### src/rtl/pfclk_pattern_gen.sv
// Per-channel square-wave TX word generator for the PF clock link, with gated start-up,
// reconfiguration at period boundaries and a one-period missing-pulse marker.
module pfclk_pattern_gen #(
  parameter int DATA_W   = 20,
  parameter int N_CH     = 1,
  parameter int PERIOD_W = 8
) (
  input  logic                     clk_link,
  input  logic                     soft_reset_n,
  input  logic                     tx_ready,
  input  logic [PERIOD_W-1:0]      cfg_period,
  input  logic [N_CH*PERIOD_W-1:0] cfg_phase,
  input  logic                     cfg_valid,
  output logic                     cfg_ready,
  output logic                     cfg_err,
  input  logic                     marker_req,
  output logic                     marker_ack,
  output logic [N_CH*DATA_W-1:0]   tx_data,
  output logic                     period_strobe,
  output logic                     running
);

  // Wide enough for pos + bit index + phase, all below their maxima.
  localparam int SUM_W = PERIOD_W + $clog2(DATA_W) + 2;
  localparam logic [PERIOD_W-1:0] DEF_PERIOD = PERIOD_W'(10);

  typedef enum logic [1:0] {
    ST_IDLE,
    ST_ALIGN,
    ST_RUN
  } state_e;

  state_e                   state_q, state_d;
  logic [PERIOD_W-1:0]      act_period_q, act_period_d;
  logic [N_CH*PERIOD_W-1:0] act_phase_q, act_phase_d;
  logic [PERIOD_W-1:0]      shd_period_q, shd_period_d;
  logic [N_CH*PERIOD_W-1:0] shd_phase_q, shd_phase_d;
  logic                     pending_q, pending_d;
  logic [PERIOD_W-1:0]      pos_q, pos_d;
  logic                     mpend_q, mpend_d;
  logic [PERIOD_W-1:0]      remain_q, remain_d;
  logic [N_CH*DATA_W-1:0]   tx_data_q, tx_data_d;
  logic                     cfg_err_q, cfg_err_d;
  logic                     marker_ack_q, marker_ack_d;
  logic                     strobe_q, strobe_d;
  logic                     running_q, running_d;

  logic                     cfg_legal;
  logic                     gen;
  logic                     at_bound;
  logic [PERIOD_W-1:0]      use_period;
  logic [N_CH*PERIOD_W-1:0] use_phase;
  logic [PERIOD_W-1:0]      pos_eff;
  logic [PERIOD_W-1:0]      rem_eff;
  logic [SUM_W-1:0]         p_w;
  logic [SUM_W-1:0]         half_w;
  logic [SUM_W-1:0]         rem_w;
  logic [SUM_W-1:0]         ph_w;
  logic [SUM_W-1:0]         bit_sum;
  logic [SUM_W-1:0]         step_w;
  logic [SUM_W-1:0]         pos_nxt;

  always_comb begin
    cfg_legal = (cfg_period[0] == 1'b0) && (cfg_period >= PERIOD_W'(2));
    for (int c = 0; c < N_CH; c++) begin
      if (cfg_phase[c*PERIOD_W +: PERIOD_W] >= cfg_period) begin
        cfg_legal = 1'b0;
      end
    end
  end

  always_comb begin
    state_d      = state_q;
    act_period_d = act_period_q;
    act_phase_d  = act_phase_q;
    shd_period_d = shd_period_q;
    shd_phase_d  = shd_phase_q;
    pending_d    = pending_q;
    pos_d        = pos_q;
    mpend_d      = mpend_q;
    remain_d     = remain_q;
    tx_data_d    = '0;
    cfg_err_d    = 1'b0;
    marker_ack_d = 1'b0;
    strobe_d     = 1'b0;
    running_d    = 1'b0;
    gen          = 1'b0;
    at_bound     = 1'b0;
    use_period   = act_period_q;
    use_phase    = act_phase_q;
    pos_eff      = pos_q;
    rem_eff      = remain_q;
    p_w          = '0;
    half_w       = '0;
    rem_w        = '0;
    ph_w         = '0;
    bit_sum      = '0;
    step_w       = '0;
    pos_nxt      = '0;

    if (cfg_valid && !pending_q) begin
      if (cfg_legal) begin
        shd_period_d = cfg_period;
        shd_phase_d  = cfg_phase;
        pending_d    = 1'b1;
      end else begin
        cfg_err_d = 1'b1;
      end
    end

    if (marker_req && !mpend_q && (remain_q == '0)) begin
      mpend_d = 1'b1;
    end

    // ALIGN emits the pos==0 word itself so the first word lands one cycle after it.
    case (state_q)
      ST_IDLE: begin
        if (tx_ready) begin
          state_d = ST_ALIGN;
        end
      end
      ST_ALIGN: begin
        state_d = ST_RUN;
        pos_eff = '0;
        gen     = 1'b1;
      end
      ST_RUN: begin
        if (!tx_ready) begin
          state_d  = ST_IDLE;
          mpend_d  = 1'b0;
          remain_d = '0;
          pos_d    = '0;
        end else begin
          gen = 1'b1;
        end
      end
      default: state_d = ST_IDLE;
    endcase

    if (gen) begin
      at_bound = (pos_eff == '0);
      if (at_bound && pending_q) begin
        use_period   = shd_period_q;
        use_phase    = shd_phase_q;
        act_period_d = shd_period_q;
        act_phase_d  = shd_phase_q;
        pending_d    = 1'b0;
      end
      if (at_bound && mpend_q) begin
        rem_eff      = use_period;
        mpend_d      = 1'b0;
        marker_ack_d = 1'b1;
      end

      p_w    = SUM_W'(use_period);
      half_w = p_w >> 1;
      rem_w  = SUM_W'(rem_eff);
      for (int c = 0; c < N_CH; c++) begin
        ph_w = SUM_W'(use_phase[c*PERIOD_W +: PERIOD_W]);
        for (int i = 0; i < DATA_W; i++) begin
          bit_sum = SUM_W'(pos_eff) + SUM_W'(i) + ph_w;
          tx_data_d[c*DATA_W + i] = ((bit_sum % p_w) < half_w) && (SUM_W'(i) >= rem_w);
        end
      end

      if (rem_w > SUM_W'(DATA_W)) begin
        remain_d = PERIOD_W'(rem_w - SUM_W'(DATA_W));
      end else begin
        remain_d = '0;
      end

      step_w  = SUM_W'(DATA_W) % p_w;
      pos_nxt = SUM_W'(pos_eff) + step_w;
      if (pos_nxt >= p_w) begin
        pos_nxt = pos_nxt - p_w;
      end
      pos_d     = PERIOD_W'(pos_nxt);
      strobe_d  = at_bound;
      running_d = 1'b1;
    end
  end

  always_ff @(posedge clk_link) begin
    if (!soft_reset_n) begin
      state_q      <= ST_IDLE;
      act_period_q <= DEF_PERIOD;
      act_phase_q  <= '0;
      shd_period_q <= DEF_PERIOD;
      shd_phase_q  <= '0;
      pending_q    <= 1'b0;
      pos_q        <= '0;
      mpend_q      <= 1'b0;
      remain_q     <= '0;
      tx_data_q    <= '0;
      cfg_err_q    <= 1'b0;
      marker_ack_q <= 1'b0;
      strobe_q     <= 1'b0;
      running_q    <= 1'b0;
    end else begin
      state_q      <= state_d;
      act_period_q <= act_period_d;
      act_phase_q  <= act_phase_d;
      shd_period_q <= shd_period_d;
      shd_phase_q  <= shd_phase_d;
      pending_q    <= pending_d;
      pos_q        <= pos_d;
      mpend_q      <= mpend_d;
      remain_q     <= remain_d;
      tx_data_q    <= tx_data_d;
      cfg_err_q    <= cfg_err_d;
      marker_ack_q <= marker_ack_d;
      strobe_q     <= strobe_d;
      running_q    <= running_d;
    end
  end

  assign cfg_ready     = !pending_q;
  assign cfg_err       = cfg_err_q;
  assign marker_ack    = marker_ack_q;
  assign tx_data       = tx_data_q;
  assign period_strobe = strobe_q;
  assign running       = running_q;

endmodule

### config.mk
export PLATFORM = sky130hd
export DESIGN_NAME = pfclk_pattern_gen
export DESIGN_NICKNAME = d
export VERILOG_FILES = /design/src/rtl/pfclk_pattern_gen.sv
export SDC_FILE = /design/constraint.sdc
export NUM_CORES = 2
export LEC_CHECK = 0
export ABC_AREA = 0
export BUFFER_PORTS_ARGS = -buffer_cell sky130_fd_sc_hd__buf_2
export CAP_MARGIN = 20
export CORE_AREA = 2 2 420 422
export CTS_CLUSTER_DIAMETER = 40
export DETAILED_ROUTE_END_ITERATION = 16
export DIE_AREA = 0 0 422 424
export GPL_TIMING_DRIVEN = 0
export PLACE_DENSITY = 0.76
export SETUP_SLACK_MARGIN = 0.02
export SYNTH_ARGS = -nofsm -noshare
export SYNTH_HDL_FRONTEND = slang
export SYNTH_SLANG_ARGS = --single-unit
export TNS_END_PERCENT = 30
### constraint.sdc
create_clock -name clk_link -period 54 [get_ports clk_link]
set_input_delay 0 -clock clk_link [delete_from_list [all_inputs] [get_ports clk_link]]
set_output_delay 0 -clock clk_link [all_outputs]
set_load 0.02 [all_outputs]
==> qor.yml <==
floorplanning:
  ios: 46
  core-area_sq_um: 175000
  die_area_sq_um: 179000
  initial_core_util: 0.596
  rows: 154
  die_w_um: 422
  dieHeight_um: 424
critical_path:
  timing.rr.end: "tx_data[1]$_SDFF_PN0_"
  regToRegSetupSlack_ps: 16250
  crit_slowest_cell: "nor3_1"
  crit_required_ps: 54360
  crit_fanout: 31
  path_common_cell: "o21a_1"
  critPathKind: "flip-flop to flip-flop"
  r2r_cells: 165
  cp.arrival_ps: 38120
  r2r_start: "state_q[1]$_SDFFE_PN0P_"
  end_kind: "flip-flop"
  start_kind: "flip-flop"
  max_stage_delay_ps: 700
placement:
  hpwl_um: 271000
  gp_congestion: 1.01
  io_buffers: 45
  place_inst: 17165
worst_hold_path:
  min_to: "mpend_q$_SDFF_PN0_"
  holdPathStages: 4
  hold_start: "marker_req"
  hold_class: "input pin to flip-flop"
global_routing:
  first_global_vias: 101223
  grt_max_degree: 100
  antenna_found_initial: 23
  grt_usage: 0.359
  grt_overflow_total: 0
  grt_pass1_wl_um: 533000
route:
  vias: 112146
  ant_nets: 0
  vias_per_cell: 6.51
  drt_wl_total_um: 336000
  dr.first_iter.drc_count: 9343
  drc: 0
  wl_per_cell_um: 19.5
  drtPass1Iterations: 6
clock_network:
  cts_tree: "done"
  clock_path_buffers: 2
  clk_latency_ps: 500
  h-tree-depth: 3
  cts_sinks: 76
  post_cts_buffers: 0
  root_buffer: "clkbuf_16"
  cts_made_buffers: 9
  clkTransAtPathRegs_ps: 130
final_layout:
  final_nets: 16963
  final_common_cell: "ha_1"
  finalNonFillerCells: 17215
  final_cell_mix: "2056 x ha_1, 1529 x nor2_1, 1284 x nor3_1"
  area_growth_pct: 5.82
  drive_gt1_frac: 0.0748
synthesis:
  synth-simple-area-share: 0.246
  syn_area_per_cell_sq_um: 7.14
  synth_cell_types: 129
  synth_top_family_by_area: "compound AO/OA/AOI/OAI gates"
  async_flop_share: 0
  synth-seq-area-share: 0.0146
  synth-xor-area-share: 0.0562
  synthAdderAreaFrac: 0.253
  synth_compound_area_frac: 0.309
  synth_mux_area_frac: 0.0894
  netlist_instances: 14592
  synth_ff_type: "dfxtp_1"
  synth_area_sq_um: 104000
  yosysWarnings: 0
  synth_edf_count: 0
  synth-seq-cells: 76
sta:
  relSlewSlack: 0.127
  max_slew.worst_pin.slew_ps: 1310
  hold_viol_final: 0
  post-route-period-util: 0.699
  rsz0062_at_grt: "false"
  finClkSkew_ps: 67.5
  drv_slew: 0
  setup_viol: 0
  max_freq_ghz: 0.0265
  finalCriticalPeriod_ps: 37750
flow_run:
  drv_cap: 0
run_status:
  status: "finished clean"
worst max-delay path by stage:
stage                                        from                     to  depth (start not counted)
after floorplan           state_q[1]$_SDFFE_PN0P_  tx_data[6]$_SDFF_PN0_                        144
after global placement    state_q[1]$_SDFFE_PN0P_  pos_q[4]$_SDFFE_PN0P_                        141
after detailed placement  state_q[1]$_SDFFE_PN0P_  tx_data[1]$_SDFF_PN0_                        165
after CTS                 state_q[1]$_SDFFE_PN0P_  tx_data[1]$_SDFF_PN0_                        165
after global routing      state_q[1]$_SDFFE_PN0P_  tx_data[6]$_SDFF_PN0_                        166
final                     state_q[1]$_SDFFE_PN0P_  tx_data[1]$_SDFF_PN0_                        165
through the flow:
stage	utilization	setup WS, ps	instance area, sq um	hold slack [ps]	TNS, ps
floorplan	-	13480	105000	129	0
global placement	0.616	-5820	108000	313	-115220
detailed placement	0.628	16940	110000	321	0
CTS	0.630	16810	110000	11.0	0
global route	0.630	13150	110000	40.7	0
finish	0.631	16250	110000	35.9	0
critical path: cells and delay by family (launching register included):
family	cells	cell delay, ps
compound gates	91	18660
fa+ha+maj	15	4240
buf+inv	19	5970
flops	1	330
mux	5	1450
simple gates	35	6920
area by class of cell:
type | instances | area, sq um
multi-input combinational | 13799 | 99900
fill | 16383 | 64600
tap | 2340 | 2930
timing repair buffer | 151 | 2340
inverter | 497 | 1870
sequential | 76 | 1520
buffer | 322 | 1420
clock buffer | 9 | 225
clock inverter | 7 | 65.1
antenna | 14 | 35.0
logic make-up (layout without fill, tap and decap cells):
kind of cell,Yosys count,in the layout
AO/OA/AOI/OAI,4767,4767
XOR/XNOR,669,669
adder cells (fa/ha/maj),2096,2096
buffers and inverters,819,986
flip-flops,76,76
multiplexers,850,850
other,1,117
AND/OR/NAND/NOR,5314,5314
synth_stat cells, types with 343 or more instances:
cell     number  area [sq um]
a21o_1      410          3080
a21oi_1     891          4460
ha_1       2056         25700
inv_1       487          1830
mux2_2      598          6730
nand2_1     990          3720
nor2_1     1530          5740
nor3_1     1284          6430
o21a_1     1248          9370
o21ai_0     783          3920
o31ai_1     343          2570
xnor2_1     449          3930
sequential cells by signal (all words and copies together), names as in the netlist:
register and cells:
shd_phase_q 8, mpend_q 1, remain_q 8, pos_q 8, cfg_err 1, state_q 2
pending_q 1, tx_data 20, marker_ack 1, running 1, shd_period_q 8, act_phase_q 8
period_strobe 1, act_period_q 8
layer usage:
layer  track usage  wire (um)  up-vias
met4         0.163      17100       16
met3        0.0494      27300      665
met5             0        106        -
met2         0.572     142000     3668
li1              -          -    56072
met1         0.480     150000    51725
timing repair:
item / 4_1_cts / 5_1_grt
resized for setup: 0 / 0
hold buffers: 17 / 0
hold endpoints to repair: 17 / 0
Power is left out: the tool's default activity adds up to more than one toggle a clock period on the data nets, which glitch-free logic cannot reach.
